File: src/rtl/univ_shift_reg_if.sv
// Bus bundle for univ_shift_reg: control/data inputs and registered outputs.
// The master modport drives mode/data; the slave modport is the register itself.
interface univ_shift_reg_if #(
    parameter int unsigned WIDTH = 8
);
    localparam int unsigned CntW = $clog2(WIDTH + 1);

    logic [1:0]       mode;
    logic             serial_in;
    logic             rotate;
    logic [WIDTH-1:0] par_in;
    logic [WIDTH-1:0] Q;
    logic             serial_out_r;
    logic             serial_out_l;
    logic [CntW-1:0]  shift_cnt;
    logic             word_valid;

    modport master (
        output mode, serial_in, rotate, par_in,
        input  Q, serial_out_r, serial_out_l, shift_cnt, word_valid
    );

    modport slave (
        input  mode, serial_in, rotate, par_in,
        output Q, serial_out_r, serial_out_l, shift_cnt, word_valid
    );
endinterface

File: src/rtl/univ_shift_reg.sv
// Universal shift register: hold / shift right / shift left / parallel load, with a
// shift counter that pulses word_valid after every WIDTH-th shift.
// Optional feature macro: UNISHIFT_ROTATE_EN (rotate input selects the leaving bit
// as the shifted-in bit). Without it the rotate input is ignored.
module univ_shift_reg #(
    parameter int unsigned     WIDTH     = 8,
    parameter logic [WIDTH-1:0] RESET_VAL = '0
) (
    input logic               clk,
    input logic               clr,
    univ_shift_reg_if.slave   bus
);
    localparam int unsigned CntW = $clog2(WIDTH + 1);

    logic [WIDTH-1:0] q_q, q_d;
    logic [CntW-1:0]  cnt_q, cnt_d;
    logic             wv_q, wv_d;
    logic             sin_r, sin_l;

`ifdef UNISHIFT_ROTATE_EN
    // Rotate feeds the bit leaving the register back into the opposite end.
    assign sin_r = bus.rotate ? q_q[0]       : bus.serial_in;
    assign sin_l = bus.rotate ? q_q[WIDTH-1] : bus.serial_in;
`else
    logic unused_rotate;
    assign unused_rotate = bus.rotate;
    assign sin_r = bus.serial_in;
    assign sin_l = bus.serial_in;
`endif

    // Next-state decode for data register, shift counter and word pulse.
    always_comb begin
        q_d   = q_q;
        cnt_d = cnt_q;
        wv_d  = 1'b0;
        unique case (bus.mode)
            2'b00: begin
                q_d = q_q;
            end
            2'b01: begin
                q_d = {sin_r, q_q[WIDTH-1:1]};
            end
            2'b10: begin
                q_d = {q_q[WIDTH-2:0], sin_l};
            end
            2'b11: begin
                q_d   = bus.par_in;
                cnt_d = '0;
            end
        endcase
        // Both shift directions count alike; wrap flags a completed word.
        if (bus.mode == 2'b01 || bus.mode == 2'b10) begin
            if (cnt_q == CntW'(WIDTH - 1)) begin
                cnt_d = '0;
                wv_d  = 1'b1;
            end else begin
                cnt_d = cnt_q + CntW'(1);
            end
        end
    end

    // State registers with synchronous clear taking priority over every mode.
    always_ff @(posedge clk) begin
        if (clr) begin
            q_q   <= RESET_VAL;
            cnt_q <= '0;
            wv_q  <= 1'b0;
        end else begin
            q_q   <= q_d;
            cnt_q <= cnt_d;
            wv_q  <= wv_d;
        end
    end

    assign bus.Q            = q_q;
    assign bus.serial_out_r = q_q[0];
    assign bus.serial_out_l = q_q[WIDTH-1];
    assign bus.shift_cnt    = cnt_q;
    assign bus.word_valid   = wv_q;
endmodule

File: src/flat_wrapper.sv
// flat-port wrapper written by rule: the top's interface ports become plain ports
module univ_shift_reg_flat 
#(
    parameter int unsigned     WIDTH     = 8,
    parameter logic [WIDTH-1:0] RESET_VAL = '0
)
  (clk, clr, bus_mode, bus_serial_in, bus_rotate, bus_par_in, bus_Q, bus_serial_out_r, bus_serial_out_l, bus_shift_cnt, bus_word_valid);
  univ_shift_reg_if #(.WIDTH(WIDTH)) bus_i ();
  input logic clk;
  input logic clr;
  input wire logic [$bits(bus_i.mode)-1:0] bus_mode;
  input wire logic [$bits(bus_i.serial_in)-1:0] bus_serial_in;
  input wire logic [$bits(bus_i.rotate)-1:0] bus_rotate;
  input wire logic [$bits(bus_i.par_in)-1:0] bus_par_in;
  output wire logic [$bits(bus_i.Q)-1:0] bus_Q;
  output wire logic [$bits(bus_i.serial_out_r)-1:0] bus_serial_out_r;
  output wire logic [$bits(bus_i.serial_out_l)-1:0] bus_serial_out_l;
  output wire logic [$bits(bus_i.shift_cnt)-1:0] bus_shift_cnt;
  output wire logic [$bits(bus_i.word_valid)-1:0] bus_word_valid;
  assign bus_i.mode = bus_mode;
  assign bus_i.serial_in = bus_serial_in;
  assign bus_i.rotate = bus_rotate;
  assign bus_i.par_in = bus_par_in;
  assign bus_Q = bus_i.Q;
  assign bus_serial_out_r = bus_i.serial_out_r;
  assign bus_serial_out_l = bus_i.serial_out_l;
  assign bus_shift_cnt = bus_i.shift_cnt;
  assign bus_word_valid = bus_i.word_valid;
  univ_shift_reg #(.WIDTH(WIDTH), .RESET_VAL(RESET_VAL)) u_core (.clk(clk), .clr(clr), .bus(bus_i));
endmodule
File: config.mk
export PLATFORM = sky130hd
export DESIGN_NAME = univ_shift_reg_flat
export DESIGN_NICKNAME = d
export VERILOG_FILES = /design/src/rtl/univ_shift_reg_if.sv /design/src/rtl/univ_shift_reg.sv /design/src/flat_wrapper.sv
export SDC_FILE = /design/constraint.sdc
export NUM_CORES = 1
export LEC_CHECK = 0
export CORE_UTILIZATION = 40
export DETAILED_ROUTE_END_ITERATION = 10
export HOLD_SLACK_MARGIN = 0.06
export PLACE_DENSITY = 0.76
export SYNTH_ARGS = -nofsm -noshare
export SYNTH_HDL_FRONTEND = slang
export SYNTH_SLANG_ARGS = --single-unit
File: constraint.sdc
create_clock -name clk -period 1.62 [get_ports clk]
set_input_delay 0.243 -clock clk [delete_from_list [all_inputs] [get_ports clk]]
set_output_delay 0.243 -clock clk [all_outputs]
set_load 0.005 [all_outputs]
==> results of run 1 <==
-- per-layer routing --
layer / up-vias / wire [um] / GRT usage, %
met4: 0 / 12 / 7.27
met5: - / 0 / 0
li1: 348 / - / -
met1: 323 / 677 / 21.8
met3: 2 / 115 / 3.83
met2: 30 / 866 / 35.5
-- critical path, stage by stage --
cell	delay [ns]
clkdlybuf4s50_1	0.47
inv_1	0.05
ha_1	0.27
nor2b_2	0.14
or4b_1	0.43
a31oi_1	0.13
-- through the flow --
step / hold slack (ns) / area, um^2 / setup TNS, ns / util (%)
2_1_floorplan: 0.322 / 676 / 0 / -
3_3_place_gp: 0.490 / 1000 / -1.04 / 65.2
3_5_place_dp: 0.503 / 1000 / -1.50 / 65.2
4_1_cts: 0.515 / 1030 / 0 / 66.9
5_1_grt: 0.537 / 1030 / 0 / 67.0
6_report: 0.511 / 1030 / 0 / 67.0
-- synthesized netlist by cell type (all sizes together) --
master	instances	area share, %
dfxtp	13	39
a21oi	8	5.9
nand3b	2	2.2
nor3b	1	1.1
a221oi	10	13
o21ai	1	0.74
ha	4	7.4
nor2b	2	2.2
buf	2	2.2
or4b	1	1.5
and2	1	0.93
a22oi	7	7.8
a31oi	1	0.93
inv	10	5.6
nand2	4	2.2
nand3	3	2.2
nor2	3	2.8
clkbuf	5	2.8
-- what timing repair did --
| item | CTS | global route |
|---|---|---|
| resized for setup | 0 | 1 |
| setup endpoints to repair | 0 | 1 |
| endpoints found under the hold margin | 0 | 0 |
-- power breakdown --
| group | internal, mW | total, mW | switching (mW) |
|---|---|---|---|
| Clock | 0.0954 | 0.204 | 0.109 |
| Sequential | 0.339 | 0.360 | 0.0205 |
| Combinational | 0.115 | 0.186 | 0.0705 |
| Total | 0.550 | 0.750 | 0.200 |
-- layout make-up --
type	count	area, um^2
sequential	13	260
clock buffer	4	26.3
fill	133	508
multi-input combinational	48	344
tap	16	20.0
timing repair buffer	35	345
inverter	10	37.5
-- state kept, by name, summed over array words and instances (netlist names) --
register / flops
u_core.bus.Q: 8
u_core.bus.shift_cnt: 4
u_core.bus.word_valid: 1
-- worst min path at each step --
stage | slack [ns] | to | cells after the start | start
after floorplan | 0.32 | u_core.bus.Q[3] | 1 | clr
after global placement | 0.49 | u_core.bus.Q[3] | 2 | u_core.bus.Q[3]
after detailed placement | 0.50 | u_core.bus.Q[7] | 2 | u_core.bus.Q[7]
after CTS | 0.52 | u_core.bus.Q[7] | 2 | u_core.bus.Q[7]
after global routing | 0.54 | u_core.bus.Q[1] | 2 | u_core.bus.Q[1]
final | 0.51 | u_core.bus.Q[7] | 2 | u_core.bus.Q[7]
-- cell families (layout without fill, tap and decap cells) --
group / count (synthesis) / count (layout) / share of synthesized area [%]
adder cells (fa/ha/maj): 4 / 4 / 7.41
AND/OR/NAND/NOR: 17 / 17 / 15.2
AO/OA/AOI/OAI: 27 / 27 / 28.3
flip-flops: 13 / 13 / 38.5
buffers and inverters: 17 / 49 / 10.6
==> results.py, run 1 <==
metrics = {
    "place": {
        "place_ws_ns": -0.258,
        "place.gp.congestion": 0.773,
        "dp.cells": 122,
        "dp_hpwl_mm": 1.19,
        "io_buffers": 27,
    },
    "setup_path": {
        "end_kind": "flop",
        "critPathLaunch": "bus_mode[1]",
        "r2r_end": "u_core.bus.shift_cnt[3]",
        "cp-endpoint": "u_core.bus.shift_cnt[3]",
        "r2r_slack_ns": 0.17,
        "r2r.worst_path.cells": 4,
        "crit_type": "in2reg",
        "cp_max_fo": 2,
        "cp.arrival_ns": 1.74,
        "start_kind": "input port",
        "cp.required_ns": 1.82,
        "r2r-start": "u_core.bus.shift_cnt[0]",
    },
    "timing": {
        "setup_viol": 0,
        "fin_ws_ns": 0.0874,
        "timing.fmax_mhz": 653,
        "rsz0062_at_grt": "false",
        "worst_slew_pin_slew_ns": 0.508,
        "fin_crit_sh_pct": 94.6,
        "fin_crit_ns": 1.53,
        "slew_headroom_pct": 66.0,
        "fin_skew_ns": 0.00504,
        "hold_violations": 0,
        "slew_viol_final": 0,
    },
    "logic_synthesis": {
        "synth_area_um2": 676,
        "synthCells": 78,
        "synth_cell_types": 20,
        "syn_nets": 96,
        "syn-mean-instance-area_um2": 8.66,
        "synth_warnings": 0,
        "synth-seq-cells": 13,
        "ys_seq_area_share_pct": 38.5,
    },
    "floorplan": {
        "coreArea_um2": 1540,
        "die_area_um2": 1860,
        "pin_count": 29,
        "die_x_um": 43.1,
        "die-height_um": 43.1,
        "initial_core_util_pct": 43.8,
        "rows": 14,
    },
    "clock_tree": {
        "cts_tree": "done",
        "clock_latency_ns": 0.27,
        "post_cts_buffers": 0,
        "root_buffer": "clkbuf_4",
        "cts_inserted_buffers": 3,
        "h-tree-depth": 1,
        "clockBufferDepth": 2,
        "hold_buffers": 0,
        "clk_pin_slew_ns": 0.08,
        "clock_sinks": 13,
    },
    "drt": {
        "dr.pass1.iters": 4,
        "num_vias": 703,
        "drc": 0,
        "via_per_inst": 5.58,
        "antenna_left": 0,
        "wire_per_inst_um": 13.3,
        "dr.first_iter.drc_count": 9,
        "wl_mm": 1.67,
    },
    "power": {
        "power_uw": 750,
        "leakagePower_nw": 0.398,
        "p_per_area_nw_per_um2": 726,
        "peakVddDrop_mv": 0.443,
    },
    "grt": {
        "grt_pass1_wl_mm": 2.72,
        "antenna_found_initial": 0,
        "grt_remaining_overflow": 0,
        "grt_max_degree": 22,
        "grt_pass1_vias": 631,
        "grt_usage_pct": 19.5,
    },
    "finish": {
        "fin_cells": 126,
        "final_cell_mix": "26 x clkdlybuf4s50_1, 13 x dfxtp_1, 10 x inv_1, 10 x a221oi_1, 8 x a21oi_1",
        "antenna_cells": 0,
        "nets": 129,
        "syn_to_final_growth_pct": 53.0,
        "layout_commonest_cell": "clkdlybuf4s50_1",
        "layout-drive-gt1-share_pct": 11.8,
    },
    "worst_hold_path": {
        "min_path_type": "reg2reg",
    },
    "flow_run": {
        "maxCapViolations": 0,
    },
    "status": {
        "outcome": "completed",
    },
}
No activity file was read; power rests on OpenSTA's default activity.
==> run 2, diff against run 1 <==
--- a/config.mk
+++ b/config.mk
@@ -8,7 +8,7 @@
 export CORE_UTILIZATION = 40
 export DETAILED_ROUTE_END_ITERATION = 10
 export HOLD_SLACK_MARGIN = 0.06
-export PLACE_DENSITY = 0.76
+export PLACE_DENSITY = 0.73
 export SYNTH_ARGS = -nofsm -noshare
 export SYNTH_HDL_FRONTEND = slang
 export SYNTH_SLANG_ARGS = --single-unit
==> run 2 against run 1 <==
  * Worst setup slack got worse by 0.034 ns
  * Clock skew increased by 0.0024 ns
  * Largest power group unchanged
  * Sequential share of layout area decreased by 0.18 points
  * Combinational power about the same
  * Register-to-register slack about the same
  * Die area unchanged
  * Non-clock buffer count increased by 1
  * Utilization increased by 0.49 points
  * Routed wire length decreased by 0.84%
  * Sequential power about the same
  * Critical endpoint unchanged
  * Largest cell class unchanged
==> results.py, run 2 (synthesis results as in run 1) <==
metrics = {
    "timing": {
        "timing.fmax_mhz": 638,
        "tns_ns": 0,
        "fin_skew_ns": 0.00745,
        "setup_viol": 0,
        "slew_headroom_pct": 67.3,
        "fin_crit_ns": 1.57,
        "worst_slew_pin_slew_ns": 0.489,
        "fin_ws_ns": 0.0535,
        "rsz0062_at_grt": "false",
        "fin_crit_sh_pct": 96.7,
        "hold_violations": 0,
        "slew_viol_final": 0,
    },
    "worst_hold_path": {
        "min-delay-start": "u_core.bus.Q[2]",
        "min_path_type": "reg2reg",
    },
    "place": {
        "place.gp.congestion": 0.758,
        "dp_hpwl_mm": 1.18,
        "dp.cells": 123,
        "place_ws_ns": -0.258,
        "io_buffers": 27,
    },
    "power": {
        "peakVddDrop_mv": 0.491,
        "leakagePower_nw": 0.392,
        "power_uw": 753,
        "p_per_area_nw_per_um2": 724,
    },
    "floorplan": {
        "coreArea_um2": 1540,
        "die-height_um": 43.1,
        "die_x_um": 43.1,
        "pin_count": 29,
        "die_area_um2": 1860,
        "rows": 14,
        "initial_core_util_pct": 43.8,
    },
    "finish": {
        "layout_commonest_cell": "clkdlybuf4s50_1",
        "layout-drive-gt1-share_pct": 13.5,
        "fin_cells": 127,
        "largest_reg_flops": 8,
        "nets": 130,
        "area.sequential_um2": 260,
        "final_cell_mix": "27 x clkdlybuf4s50_1, 13 x dfxtp_1, 10 x inv_1, 10 x a221oi_1",
        "fillers": 141,
        "multi_input_area_um2": 347,
        "syn_to_final_growth_pct": 54.1,
        "antenna_cells": 0,
    },
    "drt": {
        "antenna_left": 0,
        "wl_mm": 1.66,
        "dr.first_iter.drc_count": 12,
        "wire_per_inst_um": 13.0,
        "drc": 0,
        "via_per_inst": 5.60,
        "dr.pass1.iters": 4,
        "num_vias": 711,
    },
    "setup_path": {
        "cp_max_fo": 2,
        "end_kind": "flop",
        "cp.required_ns": 1.83,
        "crit_type": "in2reg",
        "r2r-start": "u_core.bus.shift_cnt[0]",
        "start_kind": "input port",
        "critPathLaunch": "bus_mode[0]",
        "cp.arrival_ns": 1.77,
    },
    "grt": {
        "antenna_found_initial": 0,
        "grt_pass1_wl_mm": 2.59,
        "grt_pass1_vias": 610,
        "grt_usage_pct": 18.3,
        "grt_max_degree": 22,
        "grt_remaining_overflow": 0,
    },
    "clock_tree": {
        "clock_latency_ns": 0.28,
        "root_buffer": "clkbuf_4",
        "clk_pin_slew_ns": 0.09,
        "clockBufferDepth": 2,
        "cts_tree": "done",
        "h-tree-depth": 1,
        "post_cts_buffers": 0,
        "clock_sinks": 13,
        "cts_inserted_buffers": 3,
    },
    "flow_run": {
        "maxCapViolations": 0,
    },
    "status": {
        "outcome": "completed",
    },
}
run 2: cell types whose count changed in the layout (fill, tap and decap cells not counted), sizes merged:
| cell | previous run | this run |
|---|---|---|
| dlymetal6s2s | 1 | 0 |
| buf | 8 | 9 |
| clkdlybuf4s50 | 26 | 27 |
run 2: power breakdown:
group	total (mW)	internal, mW	switching (mW)
registers	0.360	0.339	0.0204
logic	0.188	0.117	0.0709
clock network	0.205	0.0955	0.110
run 2: routing by layer:
layer  wire length, um  vias up  track usage (%)
li1                  -      351                -
met1               718      335             21.3
met2               841       25             31.9
met3                97        0             6.38
met4                 0        0             4.24
met5                 0        -                0
run 2: worst paths after layout:
kind,endpoint,slack [ns],cells after the start
setup / recovery,u_core.bus.shift_cnt[3],0.05,6
hold / removal,u_core.bus.Q[2],0.51,2
setup reg to reg,u_core.bus.shift_cnt[3],0.16,4
hold reg to reg,u_core.bus.Q[2],0.51,2
run 2: final cells by class:
class / instances / share of cell area, %
inverters: 10 / 3.61
multi-input cells: 48 / 33.3
flip-flops and latches: 13 / 25.0
clock buffers: 4 / 2.52
well taps: 16 / 1.92
repair buffers: 36 / 33.7
run 2: per-stage QoR:
| step | util [%] | area (um^2) | hold WS (ns) |
|---|---|---|---|
| 6_report | 67.5 | 1040 | 0.512 |
| 4_1_cts | 67.4 | 1040 | 0.512 |
| 3_5_place_dp | 65.7 | 1010 | 0.499 |
| 3_3_place_gp | 65.7 | 1010 | 0.491 |
| 5_1_grt | 67.5 | 1040 | 0.525 |
| 2_1_floorplan | - | 676 | 0.322 |
run 2: worst max-delay path, stage by stage:
cell and delay, ns:
clkdlybuf4s50_1 0.48, inv_1 0.06, ha_1 0.28, nor2b_2 0.14
or4b_1 0.43, a31oi_1 0.13
run 2: timing repair:
| item | CTS | global route |
|---|---|---|
| hold buffers | 0 | 0 |
| setup endpoints to repair | 0 | 1 |
| resized for setup | 0 | 1 |
==> run 3, diff against run 2 <==
--- a/config.mk
+++ b/config.mk
@@ -9,6 +9,7 @@
 export DETAILED_ROUTE_END_ITERATION = 10
 export HOLD_SLACK_MARGIN = 0.06
 export PLACE_DENSITY = 0.73
+export RECOVER_POWER = 50
 export SYNTH_ARGS = -nofsm -noshare
 export SYNTH_HDL_FRONTEND = slang
 export SYNTH_SLANG_ARGS = --single-unit
==> constraint.sdc (replaced) <==
create_clock -name clk -period 1.62 [get_ports clk]
set_input_delay 0.324 -clock clk [delete_from_list [all_inputs] [get_ports clk]]
set_output_delay 0.324 -clock clk [all_outputs]
set_load 0.005 [all_outputs]
==> run 3 against run 2 <==
  * Total power fell by 0.18%
  * Critical path depth is 5 lower
  * Non-clock buffer count unchanged
  * Routed wire length up 1.2%
  * Critical path type is now reg2out
  * Critical endpoint is now bus_Q[6]
  * Largest cell class is now multi-input combinational cells
  * Highest routed layer unchanged
==> results.py, run 3 (synthesis results as in run 1) <==
metrics = {
    "status": {
        "outcome": "completed",
    },
    "floorplan": {
        "die_area_um2": 1860,
        "die_x_um": 43.1,
        "rows": 14,
        "coreArea_um2": 1540,
        "die-height_um": 43.1,
        "pin_count": 29,
        "initial_core_util_pct": 43.8,
    },
    "grt": {
        "grt_pass1_wl_mm": 2.66,
        "grt_remaining_overflow": 0,
        "antenna_found_initial": 0,
        "grt_pass1_vias": 603,
        "grt_usage_pct": 19.0,
        "grt_max_degree": 22,
    },
    "finish": {
        "layout-drive-gt1-share_pct": 14.4,
        "fin_area_um2": 1040,
        "syn_to_final_growth_pct": 54.1,
        "fin_cells": 127,
        "nets": 130,
        "largest_reg_flops": 8,
        "final_cell_mix": "23 x clkdlybuf4s50_1, 13 x dfxtp_1, 10 x a221oi_1",
        "layout_commonest_cell": "clkdlybuf4s50_1",
        "final_core_util_pct": 67.5,
        "fillers": 141,
        "antenna_cells": 0,
    },
    "drt": {
        "antenna_left": 0,
        "wire_per_inst_um": 13.2,
        "dr.pass1.iters": 4,
        "num_vias": 699,
        "drc": 0,
        "via_per_inst": 5.50,
        "dr.first_iter.drc_count": 14,
        "wl_mm": 1.68,
    },
    "timing": {
        "slew_viol_final": 0,
        "slew_headroom_pct": 66.5,
        "timing.fmax_mhz": 641,
        "hold_slack_ns": 0.512,
        "rsz0062_at_grt": "false",
        "worst_slew_pin_slew_ns": 0.501,
        "fin_crit_sh_pct": 96.3,
        "fin_crit_ns": 1.56,
        "fin_skew_ns": 0.00828,
        "setup_viol": 0,
        "tns_ns": 0,
        "hold_violations": 0,
        "fin_ws_ns": 0.0607,
    },
    "clock_tree": {
        "cts_tree": "done",
        "clock_latency_ns": 0.28,
        "clockBufferDepth": 2,
        "post_cts_buffers": 0,
        "clk_pin_slew_ns": 0.09,
        "clock_sinks": 13,
        "h-tree-depth": 1,
        "hold_buffers": 0,
        "root_buffer": "clkbuf_4",
        "cts_inserted_buffers": 3,
    },
    "setup_path": {
        "critical_path_depth": 1,
        "cp.arrival_ns": 1.24,
        "start_kind": "flop",
        "r2r_slack_ns": 0.14,
        "cp.required_ns": 1.30,
        "r2r-start": "u_core.bus.shift_cnt[0]",
        "crit_type": "reg2out",
        "end_kind": "output pin",
        "crit_slowest_cell": "dlygate4sd3_1",
        "r2r_end": "u_core.bus.shift_cnt[3]",
        "cp_top_family": "buffers and inverters",
        "critPathMaxStageDelay_ns": 0.58,
        "r2r.worst_path.cells": 4,
        "path_buf_inv": 1,
        "path_cells": "dlygate4sd3_1",
        "cp_max_fo": 4,
    },
    "place": {
        "dp.cells": 123,
        "dp_hpwl_mm": 1.18,
        "place.gp.congestion": 0.758,
        "place_area_um2": 1010,
        "io_buffers": 27,
        "place_ws_ns": -0.339,
    },
    "power": {
        "leakagePower_nw": 0.403,
        "p_per_area_nw_per_um2": 722,
        "power_uw": 752,
        "peakVddDrop_mv": 0.487,
    },
    "worst_hold_path": {
        "min-delay-start": "u_core.bus.Q[2]",
        "min_path_type": "reg2reg",
        "min_to": "u_core.bus.Q[2]",
        "hold_depth": 2,
    },
    "flow_run": {
        "maxCapViolations": 0,
    },
}
run 3: changes by cell type in the layout (fill, tap and decap cells not counted), sizes merged:
cell	change
clkbuf	+1
buf	-1
clkdlybuf4s50	-4
dlygate4sd3	+2
dlygate4sd2	+2
run 3: worst max path at each step:
stage                                       start                      end
after CTS                 u_core.bus.shift_cnt[0]         bus_shift_cnt[0]
final                             u_core.bus.Q[6]                 bus_Q[6]
after floorplan                       bus_mode[0]  u_core.bus.shift_cnt[3]
after global placement                bus_mode[0]  u_core.bus.shift_cnt[3]
after global routing              u_core.bus.Q[4]                 bus_Q[4]
after detailed placement              bus_mode[0]  u_core.bus.shift_cnt[3]
run 3: area by class of cell:
| cell class | count | area, um^2 | share of cell area (%) |
|---|---|---|---|
| multi-input cells | 48 | 352 | 33.8 |
| repair buffers | 36 | 345 | 33.2 |
| flip-flops and latches | 13 | 260 | 25.0 |
| inverters | 10 | 37.5 | 3.61 |
| clock buffers | 4 | 26.3 | 2.52 |
| well taps | 16 | 20.0 | 1.92 |
run 3: metal layers:
layer / GRT usage [%] / vias to the layer above / wire length [um]
li1: - / 353 / -
met1: 22.6 / 323 / 734
met2: 33.1 / 23 / 845
met3: 6.38 / 0 / 97
met4: 3.03 / 0 / 0
met5: 0 / - / 0
run 3: power breakdown:
| part | switching [mW] | internal (mW) |
|---|---|---|
| sequential | 0.0202 | 0.339 |
| clock | 0.108 | 0.0955 |
| combinational | 0.0723 | 0.116 |
run 3: timing repair:
| action | 4_1_cts | 5_1_grt |
|---|---|---|
| endpoints found under the setup margin | 5 | 0 |
| resized for setup | 6 | 0 |
| endpoints found under the hold margin | 0 | 0 |
